===== src/rtl/ifmap_multicast_ctrl_pkg.sv =====
// Shared definitions for the ifmap/filter/ipsum multicast controller and the
// PE wrapper that consumes its packed {enable, data} output.
package ifmap_multicast_ctrl_pkg;

  // Default tag width; broadcast is the all-ones tag of that width.
  localparam int DEF_ID_BIT = 5;
  localparam logic [DEF_ID_BIT-1:0] BROADCAST_TAG = '1;

  // Occupancy status of the capture FIFO.
  typedef enum logic [1:0] {
    FS_EMPTY   = 2'd0,
    FS_PARTIAL = 2'd1,
    FS_FULL    = 2'd2
  } fifo_state_e;

  // Enable bit sits directly above the data words in the packed bus format.
  function automatic int pk_en_idx(input int data_num, input int data_size);
    return data_num * data_size;
  endfunction

  // Width of the data portion (everything below the enable bit).
  function automatic int pk_data_w(input int data_num, input int data_size);
    return data_num * data_size;
  endfunction

endpackage


===== src/rtl/ifmap_multicast_ctrl_if.sv =====
// Bus/PE-side handshake bundle for one multicast controller.
// master: global bus + config source and PE sink; slave: the controller.
interface ifmap_multicast_ctrl_if #(
  parameter int DATA_SIZE = 8,
  parameter int DATA_NUM  = 1,
  parameter int ID_BIT    = 5
) ();
  logic                            set_id;
  logic [ID_BIT-1:0]               id_in;
  logic [ID_BIT-1:0]               tag_in;
  logic [DATA_NUM*DATA_SIZE:0]     bus_in;
  logic                            bus_ready;
  logic [DATA_NUM*DATA_SIZE:0]     pe_out;
  logic                            pe_ready;

  modport master (
    output set_id, id_in, tag_in, bus_in, pe_ready,
    input  bus_ready, pe_out
  );

  modport slave (
    input  set_id, id_in, tag_in, bus_in, pe_ready,
    output bus_ready, pe_out
  );
endinterface


===== src/rtl/ifmap_multicast_ctrl_mc_sync_fifo.sv =====
// Small synchronous FIFO with a registered EMPTY/PARTIAL/FULL status.
// No bypass in either direction: a push while full is refused even if a pop
// happens the same cycle, and data written this cycle is visible next cycle.
module mc_sync_fifo
  import ifmap_multicast_ctrl_pkg::*;
#(
  parameter int WIDTH = 8,
  parameter int DEPTH = 2
) (
  input  logic             clk,
  input  logic             rst,
  input  logic             push_i,
  input  logic [WIDTH-1:0] wdata_i,
  input  logic             pop_i,
  output logic             full_o,
  output logic             empty_o,
  output logic [WIDTH-1:0] head_o
);
  localparam int AW = (DEPTH > 1) ? $clog2(DEPTH) : 1;
  localparam int CW = AW + 1;
  localparam logic [CW-1:0] CNT_LAST = CW'(DEPTH - 1);
  localparam logic [CW-1:0] CNT_ONE  = CW'(1);

  logic [WIDTH-1:0] mem_q [DEPTH];
  logic [AW-1:0]    wr_ptr_q, rd_ptr_q;
  logic [CW-1:0]    count_q;
  fifo_state_e      state_q;
  logic             do_push, do_pop;

  assign do_push = push_i && (state_q != FS_FULL);
  assign do_pop  = pop_i && (state_q != FS_EMPTY);
  assign full_o  = (state_q == FS_FULL);
  assign empty_o = (state_q == FS_EMPTY);
  assign head_o  = mem_q[rd_ptr_q];

  // Storage array; contents are don't-care while empty, so no reset.
  always_ff @(posedge clk) begin
    if (do_push) mem_q[wr_ptr_q] <= wdata_i;
  end

  // Pointers, count and occupancy status.
  always_ff @(posedge clk) begin
    if (rst) begin
      wr_ptr_q <= '0;
      rd_ptr_q <= '0;
      count_q  <= '0;
      state_q  <= FS_EMPTY;
    end else begin
      if (do_push) wr_ptr_q <= wr_ptr_q + AW'(1);
      if (do_pop)  rd_ptr_q <= rd_ptr_q + AW'(1);
      if (do_push && !do_pop) count_q <= count_q + CW'(1);
      else if (do_pop && !do_push) count_q <= count_q - CW'(1);
      case (state_q)
        FS_EMPTY:   if (do_push) state_q <= FS_PARTIAL;
        FS_PARTIAL: begin
          if (do_push && !do_pop && count_q == CNT_LAST) state_q <= FS_FULL;
          else if (do_pop && !do_push && count_q == CNT_ONE) state_q <= FS_EMPTY;
        end
        FS_FULL:    if (do_pop) state_q <= FS_PARTIAL;
        default:    state_q <= FS_EMPTY;
      endcase
    end
  end
endmodule


===== src/rtl/ifmap_multicast_ctrl.sv =====
// Per-PE multicast controller: captures bus transfers whose tag matches the
// configured PE ID (or the broadcast tag) and hands them to the PE.
// Non-matching transfers are acknowledged immediately and dropped.
module ifmap_multicast_ctrl
  import ifmap_multicast_ctrl_pkg::*;
#(
  parameter int DATA_SIZE  = 8,
  parameter int DATA_NUM   = 1,
  parameter int ID_BIT     = 5,
  parameter int FIFO_DEPTH = 2
) (
  input logic                   clk,
  input logic                   rst,
  ifmap_multicast_ctrl_if.slave bus_if
);
  localparam int EN_IDX = pk_en_idx(DATA_NUM, DATA_SIZE);
  localparam int DW     = pk_data_w(DATA_NUM, DATA_SIZE);

  logic [ID_BIT-1:0] id_q;
  logic              id_valid_q;
  logic              match, full, empty, push, pop;
  logic [DW-1:0]     head;

  // ID register; reset dominates a simultaneous set_id.
  always_ff @(posedge clk) begin
    if (rst) begin
      id_q       <= '0;
      id_valid_q <= 1'b0;
    end else if (bus_if.set_id) begin
      id_q       <= bus_if.id_in;
      id_valid_q <= 1'b1;
    end
  end

  // bus_ready depends only on registered state plus tag, so every controller's
  // ready can be ANDed combinationally on the shared bus.
  assign match = id_valid_q &&
                 ((bus_if.tag_in == id_q) || (bus_if.tag_in == {ID_BIT{1'b1}}));
  assign bus_if.bus_ready = !match || !full;
  assign push = bus_if.bus_in[EN_IDX] && match && !full;
  assign pop  = !empty && bus_if.pe_ready;
  assign bus_if.pe_out = empty ? '0 : {1'b1, head};

  mc_sync_fifo #(
    .WIDTH(DW),
    .DEPTH(FIFO_DEPTH)
  ) u_fifo (
    .clk    (clk),
    .rst    (rst),
    .push_i (push),
    .wdata_i(bus_if.bus_in[DW-1:0]),
    .pop_i  (pop),
    .full_o (full),
    .empty_o(empty),
    .head_o (head)
  );
endmodule


===== src/flat_wrapper.sv =====
// flat-port wrapper written by rule: the top's interface ports become plain ports
module ifmap_multicast_ctrl_flat import ifmap_multicast_ctrl_pkg::*;
#(
  parameter int DATA_SIZE  = 8,
  parameter int DATA_NUM   = 1,
  parameter int ID_BIT     = 5,
  parameter int FIFO_DEPTH = 2
)
  (clk, rst, bus_if_set_id, bus_if_id_in, bus_if_tag_in, bus_if_bus_in, bus_if_pe_ready, bus_if_bus_ready, bus_if_pe_out);
  ifmap_multicast_ctrl_if #(.DATA_SIZE(DATA_SIZE), .DATA_NUM(DATA_NUM), .ID_BIT(ID_BIT)) bus_if_i ();
  input logic clk;
  input logic rst;
  input wire logic [$bits(bus_if_i.set_id)-1:0] bus_if_set_id;
  input wire logic [$bits(bus_if_i.id_in)-1:0] bus_if_id_in;
  input wire logic [$bits(bus_if_i.tag_in)-1:0] bus_if_tag_in;
  input wire logic [$bits(bus_if_i.bus_in)-1:0] bus_if_bus_in;
  input wire logic [$bits(bus_if_i.pe_ready)-1:0] bus_if_pe_ready;
  output wire logic [$bits(bus_if_i.bus_ready)-1:0] bus_if_bus_ready;
  output wire logic [$bits(bus_if_i.pe_out)-1:0] bus_if_pe_out;
  assign bus_if_i.set_id = bus_if_set_id;
  assign bus_if_i.id_in = bus_if_id_in;
  assign bus_if_i.tag_in = bus_if_tag_in;
  assign bus_if_i.bus_in = bus_if_bus_in;
  assign bus_if_i.pe_ready = bus_if_pe_ready;
  assign bus_if_bus_ready = bus_if_i.bus_ready;
  assign bus_if_pe_out = bus_if_i.pe_out;
  ifmap_multicast_ctrl #(.DATA_SIZE(DATA_SIZE), .DATA_NUM(DATA_NUM), .ID_BIT(ID_BIT), .FIFO_DEPTH(FIFO_DEPTH)) u_core (.clk(clk), .rst(rst), .bus_if(bus_if_i));
endmodule

===== config.mk =====
export PLATFORM = sky130hd
export DESIGN_NAME = ifmap_multicast_ctrl_flat
export DESIGN_NICKNAME = d
export VERILOG_FILES = /design/src/rtl/ifmap_multicast_ctrl_pkg.sv /design/src/rtl/ifmap_multicast_ctrl_if.sv /design/src/rtl/ifmap_multicast_ctrl_mc_sync_fifo.sv /design/src/rtl/ifmap_multicast_ctrl.sv /design/src/flat_wrapper.sv
export SDC_FILE = /design/constraint.sdc
export NUM_CORES = 1
export LEC_CHECK = 0
export ABC_CLOCK_PERIOD_IN_PS = 4200
export BUFFER_PORTS_ARGS = -buffer_cell sky130_fd_sc_hd__buf_2
export CAP_MARGIN = 30
export CORE_ASPECT_RATIO = 1.2
export CORE_UTILIZATION = 55
export CTS_CLUSTER_DIAMETER = 40
export DETAILED_ROUTE_END_ITERATION = 10
export PLACE_DENSITY = 0.81
export SKIP_LAST_GASP = 1
export SLEW_MARGIN = 20
export SYNTH_ARGS = -nofsm -noshare
export SYNTH_HDL_FRONTEND = slang
export SYNTH_SLANG_ARGS = --single-unit

===== constraint.sdc =====
create_clock -name clk -period 4.2 [get_ports clk]
set_clock_uncertainty 0.05 [all_clocks]
set_input_delay 0.42 -clock clk [delete_from_list [all_inputs] [get_ports clk]]
set_output_delay 0.42 -clock clk [all_outputs]
set_load 0.05 [all_outputs]

==> flow_metrics.env, run 1 <==
export IMPL_power_total_w=0.000611
export IMPL_overflow=0
export IMPL_grt_pass1_wl_um=3510
export IMPL_die_y_um=55.4
export IMPL_cts_tree="done"
export IMPL_cts_max_path_buffers=2
export IMPL_gp_congestion=0.752
export IMPL_antennaDiodeCount=0
export IMPL_cts_hold_buffers=0
export IMPL_critPathLaunchType="flip-flop"
export IMPL_clkTransAtPathRegs_ps=90
export IMPL_vias=911
export IMPL_required_ps=4110
export IMPL_switching_power_w=0.000190
export IMPL_cp_arrival_ps=1960
export IMPL_die_w_um=46.5
export IMPL_drv_slew=0
export IMPL_synth_top_cell_area_share_pct=36.8
export IMPL_ys_seq_area_share_pct=56.7
export IMPL_drtIter0Drc=12
export IMPL_grt_max_degree=17
export IMPL_ir_worst_vdd_mv=0.287
export IMPL_wl_per_cell_um=12.3
export IMPL_final_common_cell="buf_2"
export IMPL_clock_latency_ps=320
export IMPL_timing_fmax_mhz=488
export IMPL_dp_hpwl_um=1670
export IMPL_pwr_share_seq_pct=53.2
export IMPL_final_nets=170
export IMPL_area_growth_pct=16.5
export IMPL_p_per_area_nw_per_um2=402
export IMPL_final_hold_violation_count=0
export IMPL_min_path_type="input port to flip-flop"
export IMPL_cts_htree_levels=2
export IMPL_p_comb_share_pct=21.7
export IMPL_swShare_pct=31.1
export IMPL_coreArea_um2=2140
export IMPL_cts_sinks=29
export IMPL_boundaryPins=33
export IMPL_relSlewSlack_pct=58.3
export IMPL_via_per_inst=5.15
export IMPL_numPortBuffers=32
export IMPL_rows=18
export IMPL_ys_ff_latch=29
export IMPL_finalCritPeriodShare_pct=48.8
export IMPL_antenna_found_initial=0
export IMPL_postLayoutCoreUtil_pct=71.1
export IMPL_intPower_w=0.000421
export IMPL_dr_pass1_iters=4
export IMPL_dp_cells=169
export IMPL_run_status="completed"
export IMPL_syn_num_nets=136
export IMPL_finalCriticalPeriod_ps=2050
export IMPL_leakage_nw=0.599
export IMPL_ys_warn_count=0
export IMPL_syn_mean_instance_area_um2=11.7
export IMPL_grt_setup_unrepaired="no"
export IMPL_postCtsResizedCells=0
export IMPL_fin_cells=177
export IMPL_crit_path_end_kind="flip-flop"
export IMPL_critPathMaxFanout=8
export IMPL_grt_pass1_vias=883
export IMPL_netlist_area_um2=1310
export IMPL_synth_top_cell_by_area="edfxtp_1"
export IMPL_wirelength_um=2170
export IMPL_die_area_um2=2570
export IMPL_final_layout_size_suffix_gt1_share_pct=30.6
export IMPL_initial_core_util_pct=61.1
export IMPL_clock_root_buffer="clkbuf_4"
export IMPL_synthDistinctLibCells=30
export IMPL_cts_setup_buffers=0
export IMPL_power_frac_clock_pct=25.1
export IMPL_antenna_left=0
export IMPL_tightest_slew_ps=623
export IMPL_route_detailed_drc=0
export IMPL_syn_inst=112
export IMPL_tns_ps=0
export IMPL_cts_buffers=5
export IMPL_cap_violations=0
export IMPL_crit_type="flip-flop to flip-flop"
export IMPL_grt_usage_pct=19.2
export IMPL_synth_area_leaders="edfxtp_1 (37%), dfxtp_1 (20%), mux2i_1 (10%)"
export IMPL_setup_viol_count_final=0
export IMPL_final_cell_mix="buf_2 (32), nor2_1 (21), edfxtp_1 (16)"
==> cell usage after synthesis (all sizes together) <==
master / instances
or3: 1
o21ai: 1
o41ai: 1
and3b: 1
xnor2: 8
nand3: 3
a32oi: 1
nor3: 1
edfxtp: 16
and4: 1
or2: 1
mux2: 2
nor3b: 3
nor2: 22
a211o: 1
o31a: 1
a31oi: 2
nand2: 6
nand4bb: 1
ha: 1
nor2b: 2
buf: 2
mux2i: 13
nor4b: 1
inv: 3
dfxtp: 13
and2: 1
clkbuf: 3
==> flip-flops by register name (all words and copies together) (netlist names), named ones only <==
register                cells
u_core.id_q                 5
u_core.id_valid_q           1
u_core.u_fifo.count_q       2
u_core.u_fifo.mem_q        16
u_core.u_fifo.rd_ptr_q      1
u_core.u_fifo.state_q       2
u_core.u_fifo.wr_ptr_q      1
==> final timing paths <==
path | end | start | cells after the start | slack, ps
hold / removal | u_core.u_fifo.mem_q[0][7]$_DFFE_PP_ | bus_if_bus_in[7] | 1 | 240
hold reg to reg | u_core.u_fifo.rd_ptr_q$_SDFFE_PP0P_ | u_core.u_fifo.rd_ptr_q$_SDFFE_PP0P_ | 2 | 480
setup reg to reg | u_core.u_fifo.mem_q[0][1]$_DFFE_PP_ | u_core.u_fifo.state_q[1]$_SDFFE_PP0P_ | 4 | 2150
setup / recovery | u_core.u_fifo.mem_q[0][1]$_DFFE_PP_ | u_core.u_fifo.state_q[1]$_SDFFE_PP0P_ | 4 | 2150
==> critical path, stage by stage (launching register included) <==
cell	delay [ps]
dfxtp_1	400
nor2b_4	170
or2_0	220
o31a_1	340
nor2_1	510
==> power groups by stage <==
stage,Clock (W),Sequential (W),Combinational [W]
detailed placement,0,0.000332,0.000133
global route,0.000173,0.000328,0.000143
global placement,0,0.000331,0.000129
finish,0.000153,0.000325,0.000133
floorplan,0,0.000325,0.000104
CTS,0.000158,0.000325,0.000133
==> metrics by stage <==
step	hold slack [ps]	setup slack, ps	instance area, um2
finish	237	2150	1520
global route	207	2030	1520
CTS	226	2120	1520
detailed placement	461	2030	1470
global placement	436	2070	1470
floorplan	418	2290	1310
==> kinds of logic (layout without fill, tap and decap cells) <==
family                   Yosys count  after routing  share of synthesized area (%)
AND/OR/NAND/NOR                   44             44                           17.8
flip-flops                        29             29                           56.7
AO/OA/AOI/OAI                      7              7                           4.02
XOR/XNOR                           8              8                           5.36
buffers and inverters              8             43                           3.45
multiplexers                      15             15                           11.7
adder cells (fa/ha/maj)            1              1                          0.958
==> area by class of cell <==
cell class / count / area [um2]
multi-input cells: 75 / 520
well taps: 30 / 37.5
clock inverters: 2 / 10.0
clock buffers: 6 / 41.3
inverters: 3 / 11.3
repair buffers: 32 / 160
flip-flops and latches: 29 / 741
fillers: 175 / 618
==> per-layer routing <==
layer,up-vias,track usage (%),routed length (um)
met5,-,0,0
met4,0,7.56,28
met3,5,6.86,112
met2,29,34.1,1160
met1,417,18.8,869
li1,460,-,-
Power figures use the tool's default switching activity.
==> run 2, diff against run 1 <==
ABC_AREA = 1   (was not set)
ABC_CLOCK_PERIOD_IN_PS = 2000   (was 4200)
CORE_UTILIZATION = 51   (was 55)
PLACE_DENSITY = 0.76   (was 0.81)
clock period = 2 ns   (was 4.2 ns; I/O delays follow)
==> flow_metrics.env, run 2 <==
export IMPL_clkTransAtPathRegs_ps=90
export IMPL_synth_top_cell_area_share_pct=37.2
export IMPL_cts_tree="done"
export IMPL_cts_max_path_buffers=2
export IMPL_leakage_nw=0.703
export IMPL_cp_arrival_ps=1560
export IMPL_synthMuxAreaShare_pct=0
export IMPL_die_w_um=48.0
export IMPL_crit_path_frequent_cell="nand2_1"
export IMPL_vias=1041
export IMPL_cts_setup_buffers=0
export IMPL_hp_start="bus_if_bus_in[1]"
export IMPL_cts_sinks=29
export IMPL_grt_pass1_vias=933
export IMPL_dp_hpwl_um=1680
export IMPL_tns_ps=0
export IMPL_ys_ff_latch=29
export IMPL_path_cells="inv_1 > nand2_1 > nand2_1 > nor2_1 > nand3_2 > a21oi_2 > nand2_1 > buf_2"
export IMPL_tightest_slew_ps=298
export IMPL_cts_htree_levels=2
export IMPL_async_flop_share_pct=0
export IMPL_crit_family="simple AND/OR/NAND/NOR gates"
export IMPL_largest_reg_flops=16
export IMPL_top_regs="u_core.u_fifo.mem_q (16), u_core.id_q (5)"
export IMPL_synthDistinctLibCells=24
export IMPL_ys_seq_area_share_pct=57.3
export IMPL_setup_viol_count_final=0
export IMPL_grt_max_degree=11
export IMPL_use_met2_pct=31.9
export IMPL_final_cell_mix="nand2_1 (32), buf_2 (32), a21oi_1 (17)"
export IMPL_cts_buffers=5
export IMPL_synth_top_cell_by_area="edfxtp_1"
export IMPL_antenna_left=0
export IMPL_synth_compound_area_share_pct=12.7
export IMPL_critPathLaunchType="flip-flop"
export IMPL_rows=19
export IMPL_path_buf_inv=2
export IMPL_initial_core_util_pct=54.9
export IMPL_synth_top_family_by_area="simple AND/OR/NAND/NOR gates"
export IMPL_crit_end="bus_if_bus_ready"
export IMPL_slowest_delay_ps=340
export IMPL_postCtsResizedCells=0
export IMPL_drv_slew=0
export IMPL_syn_inst=140
export IMPL_min_path_type="input port to flip-flop"
export IMPL_syn_num_nets=164
export IMPL_cts_hold_buffers=0
export IMPL_relSlewSlack_pct=80.1
export IMPL_gp_congestion=0.830
export IMPL_critPathMaxFanout=3
export IMPL_synth_commonest_cells="nand2_1 (32), a21oi_1 (17), edfxtp_1 (16), inv_1 (14), dfxtp_1 (13)"
export IMPL_finalCriticalPeriod_ps=1810
export IMPL_required_ps=1750
export IMPL_synth_area_leaders="edfxtp_1 (37%), dfxtp_1 (20%), nand2_1 (9.3%)"
export IMPL_dr_pass1_iters=4
export IMPL_path_depth=8
export IMPL_fillers=207
export IMPL_slowest_stage="dfxtp_1"
export IMPL_power_total_w=0.00107
export IMPL_top_register="u_core.u_fifo.mem_q"
export IMPL_die_y_um=57.1
export IMPL_synth_edf_count=16
export IMPL_grt_busiest_layer="met2"
export IMPL_r2r_cells=9
export IMPL_critPathLaunch="u_core.id_q[0]$_SDFFE_PP0P_"
export IMPL_met3_usage_pct=8.23
export IMPL_clock_latency_ps=320
export IMPL_syn_mean_instance_area_um2=9.23
export IMPL_route_detailed_drc=0
export IMPL_p_per_area_nw_per_um2=691
export IMPL_boundaryPins=33
export IMPL_final_hold_violation_count=0
export IMPL_synthSimpleGateAreaFrac_pct=23.1
export IMPL_timing_fmax_mhz=552
export IMPL_cap_violations=0
export IMPL_die_area_um2=2740
export IMPL_crit_type="flip-flop to output port"
export IMPL_synth_xor_area_share_pct=0.678
export IMPL_finalCritPeriodShare_pct=90.6
export IMPL_final_nets=204
export IMPL_numPortBuffers=32
export IMPL_crit_path_end_kind="output port"
export IMPL_netlist_area_um2=1290
export IMPL_worstReg2RegStart="u_core.id_q[0]$_SDFFE_PP0P_"
export IMPL_ys_warn_count=0
export IMPL_final_layout_size_suffix_gt1_share_pct=31.5
export IMPL_yosys_area_share_adder_pct=0.968
export IMPL_antenna_found_initial=0
export IMPL_overflow=0
export IMPL_run_status="completed"
export IMPL_wl_per_cell_um=10.4
export IMPL_r2r_end="u_core.u_fifo.mem_q[1][0]$_DFFE_PP_"
export IMPL_grt_setup_unrepaired="no"
export IMPL_area_growth_pct=20.2
export IMPL_synth_most_common_cell="nand2_1"
export IMPL_antennaDiodeCount=0
export IMPL_multi_input_area_um2=484
export IMPL_use_met1_pct=17.8
export IMPL_ff2ff_setup_slack_ps=440
export IMPL_coreArea_um2=2350
export IMPL_clock_root_buffer="clkbuf_4"
export IMPL_drtIter0Drc=20
export IMPL_ir_worst_vdd_mv=0.614
export IMPL_regArea_um2=741
export IMPL_grt_pass1_wl_um=3540
export IMPL_synth_top_flop_cell="edfxtp_1"
export IMPL_wirelength_um=2210
export IMPL_grt_usage_pct=18.6
export IMPL_via_per_inst=4.91
==> run 2: changes by cell type in the layout (fill, tap and decap cells not counted), moves of 6 or more <==
cell / before / now
nor2_1: 21 / 12
inv_1: 3 / 14
xnor2_1: 8 / 1
mux2i_1: 13 / 0
a21oi_1: 0 / 17
o21ai_0: 1 / 7
nand2_1: 6 / 32
==> run 2: where the power goes <==
group	internal (W)	switching, W
Sequential	0.000643	0.00000882
Clock	0.000133	0.000190
Combinational	0.0000426	0.0000570
==> run 2: routing by layer <==
| metal | vias up | wire length [um] |
|---|---|---|
| met1 | 460 | 910 |
| met5 | - | 0 |
| met2 | 26 | 1140 |
| met4 | 0 | 48 |
| met3 | 6 | 107 |
| li1 | 549 | - |
==> run 2: cells by family after synthesis <==
group	Yosys count
flops	29
simple gates	61
xor+xnor	1
buf+inv	18
compound gates	30
fa+ha+maj	1
==> run 2: worst min-delay path by stage <==
stage                                            end  slack [ps]  cells past startpoint
2_1_floorplan  u_core.u_fifo.count_q[1]$_SDFFE_PP0P_         210                      1
3_3_place_gp     u_core.u_fifo.mem_q[1][7]$_DFFE_PP_         340                      1
3_5_place_dp     u_core.u_fifo.mem_q[0][1]$_DFFE_PP_         350                      1
4_1_cts          u_core.u_fifo.mem_q[0][1]$_DFFE_PP_           6                      1
5_1_grt          u_core.u_fifo.mem_q[1][7]$_DFFE_PP_           5                      1
6_report         u_core.u_fifo.mem_q[1][1]$_DFFE_PP_          20                      1
==> run 2: stage by stage <==
step                cell area [um2]  hold WS (ps)  utilization, %  std cells  worst slack (ps)
CTS                            1550          6.50            66.0        212               160
finish                         1550          22.8            66.0        212               188
floorplan                      1290           212               -        140               308
global placement               1500           340            63.8        204               497
global route                   1550          4.80            66.0        212              59.2
detailed placement             1500           348            63.8        204               440
==> run 2: area by class of cell <==
cell class / instances / area share [%]
timing repair buffer: 34 / 11.3
tap: 31 / 2.50
clock inverter: 2 / 0.644
inverter: 17 / 4.11
clock buffer: 6 / 2.66
multi-input combinational: 93 / 31.2
sequential: 29 / 47.7
==> run 2: worst register-to-register path, delay by kind of cell (launching register included) <==
kind | cells | cell delay [ps]
buf+inv | 2 | 240
flops | 1 | 340
simple gates | 7 | 640
==> run 3, diff against run 2 <==
ABC_CLOCK_PERIOD_IN_PS = 1500   (was 2000)
CORE_UTILIZATION = 46   (was 51)
MAX_ROUTING_LAYER = met4   (was not set)
PLACE_DENSITY = 0.73   (was 0.76)
clock period = 1.5 ns   (was 2 ns; I/O delays follow)
==> flow_metrics.env, run 3 (same netlist as run 2, synthesis figures left out) <==
export IMPL_crit_path_end_kind="output port"
export IMPL_cts_tree="done"
export IMPL_die_area_um2=3030
export IMPL_final_nets=219
export IMPL_crit_family="simple AND/OR/NAND/NOR gates"
export IMPL_die_w_um=50.4
export IMPL_via_per_inst=4.84
export IMPL_final_hold_violation_count=0
export IMPL_critPathLaunch="u_core.id_q[0]$_SDFFE_PP0P_"
export IMPL_grt_setup_unrepaired="yes"
export IMPL_required_ps=1300
export IMPL_ir_worst_vdd_mv=0.666
export IMPL_antennaDiodeCount=0
export IMPL_wl_per_cell_um=11.6
export IMPL_gp_congestion=0.819
export IMPL_coreArea_um2=2600
export IMPL_area_growth_pct=39.6
export IMPL_dp_hpwl_um=1860
export IMPL_grt_pass1_wl_um=4240
export IMPL_final_cell_mix="nand2_1 (31), buf_2 (23), edfxtp_1 (16)"
export IMPL_crit_path_frequent_cell="nand2_1"
export IMPL_finalCritPeriodShare_pct=109
export IMPL_ff2ff_setup_slack_ps=-40
export IMPL_largest_reg_flops=16
export IMPL_path_buf_inv=2
export IMPL_finalCriticalPeriod_ps=1630
export IMPL_overflow=0
export IMPL_critPathMaxFanout=2
export IMPL_top_register="u_core.u_fifo.mem_q"
export IMPL_grt_max_degree=11
export IMPL_final_layout_size_suffix_gt1_share_pct=41.8
export IMPL_grt_usage_pct=20.0
export IMPL_timing_fmax_mhz=613
export IMPL_drtIter0Drc=21
export IMPL_run_status="finished with violations"
export IMPL_clkTransAtPathRegs_ps=80
export IMPL_leakage_nw=0.774
export IMPL_dr_pass1_iters=4
export IMPL_clock_root_buffer="clkbuf_4"
export IMPL_die_y_um=60.1
export IMPL_cp_arrival_ps=1430
export IMPL_cts_sinks=29
export IMPL_setup_viol_count_final=19
export IMPL_antenna_found_initial=0
export IMPL_grt_pass1_vias=1067
export IMPL_slowest_stage="dfxtp_2"
export IMPL_hold_ws_ps=3.31
export IMPL_clock_latency_ps=320
export IMPL_final_common_cell="nand2_1"
export IMPL_initial_core_util_pct=49.7
export IMPL_top_regs="u_core.u_fifo.mem_q (16), u_core.id_q (5)"
export IMPL_violations="negative setup slack"
export IMPL_pre_cts_ws_ps=26.2
export IMPL_placed_cell_area_um2=1540
export IMPL_cap_violations=0
export IMPL_hp_start="bus_if_id_in[1]"
export IMPL_numPortBuffers=32
export IMPL_p_per_area_nw_per_um2=816
export IMPL_path_cells="inv_2 > nand2_1 > nand2_1 > nor2_2 > nand3_2 > a21oi_4 > nand2_2 > buf_6"
export IMPL_route_detailed_drc=0
export IMPL_tns_ps=-701
export IMPL_rows=20
export IMPL_design_area_um2=1800
export IMPL_critPathLaunchType="flip-flop"
export IMPL_cts_htree_levels=2
export IMPL_min_path_type="input port to flip-flop"
export IMPL_wirelength_um=2660
export IMPL_worstReg2RegStart="u_core.id_q[0]$_SDFFE_PP0P_"
export IMPL_tightest_slew_ps=303
export IMPL_layout_setup_ws_ps=-131
export IMPL_antenna_left=0
export IMPL_slowest_delay_ps=340
export IMPL_boundaryPins=33
export IMPL_drv_slew=0
export IMPL_crit_type="flip-flop to output port"
export IMPL_relSlewSlack_pct=79.6
export IMPL_cts_max_path_buffers=2
export IMPL_vias=1109
export IMPL_cts_buffers=5
[run 3: changes by cell type in the layout (fill, tap and decap cells not counted), moves of 3 or more]
cell / previous run / this run
dfxtp_1: 13 / 7
dfxtp_2: 0 / 4
a21oi_2: 3 / 11
a21oi_1: 17 / 8
inv_2: 3 / 6
buf_4: 2 / 11
inv_1: 14 / 10
dlygate4sd3_1: 0 / 10
buf_2: 32 / 23
[run 3: worst reg2reg max path, delay by kind of cell, from the launching register on]
kind / cells / cell delay [ps]
and+or+nand+nor: 7 / 640
DFF: 1 / 340
buffers and inverters: 2 / 220
[run 3: cell type report]
type | count | area (um2)
flip-flops and latches | 29 | 753
repair buffers | 49 | 355
clock inverters | 1 | 3.75
multi-input cells | 93 | 539
well taps | 33 | 41.3
fillers | 201 | 798
clock buffers | 7 | 45.0
inverters | 17 | 66.3
[run 3: per-stage QoR]
stage | power, W | util [%] | std cells
after floorplan | 0.000970 | - | 140
after global placement | 0.00102 | 59.3 | 207
after detailed placement | 0.00103 | 59.3 | 207
after CTS | 0.00147 | 66.1 | 225
after global routing | 0.00155 | 69.3 | 229
final | 0.00147 | 69.3 | 229
[run 3: path summary, 6_finish.rpt]
check | cells past startpoint | to
min | 3 | u_core.id_q[1]$_SDFFE_PP0P_
min reg2reg | 2 | u_core.id_q[3]$_SDFFE_PP0P_
max | 8 | bus_if_bus_ready
max reg2reg | 9 | u_core.u_fifo.mem_q[1][3]$_DFFE_PP_
[run 3: routing by layer]
metal	vias to the layer above	part of all wire [%]	track usage (%)
met1	498	41	18.0
met4	0	1.5	8.33
met3	6	4.2	6.11
met5	-	0	-
li1	578	-	-
met2	27	53	38.3
[run 3: report_power, final]
| part | total [W] | switching, W | internal (W) |
|---|---|---|---|
| Sequential | 0.000869 | 0.0000136 | 0.000855 |
| Combinational | 0.000177 | 0.0000924 | 0.0000843 |
| Clock | 0.000426 | 0.000247 | 0.000180 |
[run 3: timing repair]
action                                  4_1_cts  5_1_grt
endpoints found under the hold margin        17        1
endpoints found under the setup margin       10       32
pin swaps                                     5        9
hold buffers                                  9        1
buffers inserted                              1        3
resized for setup                            14       17
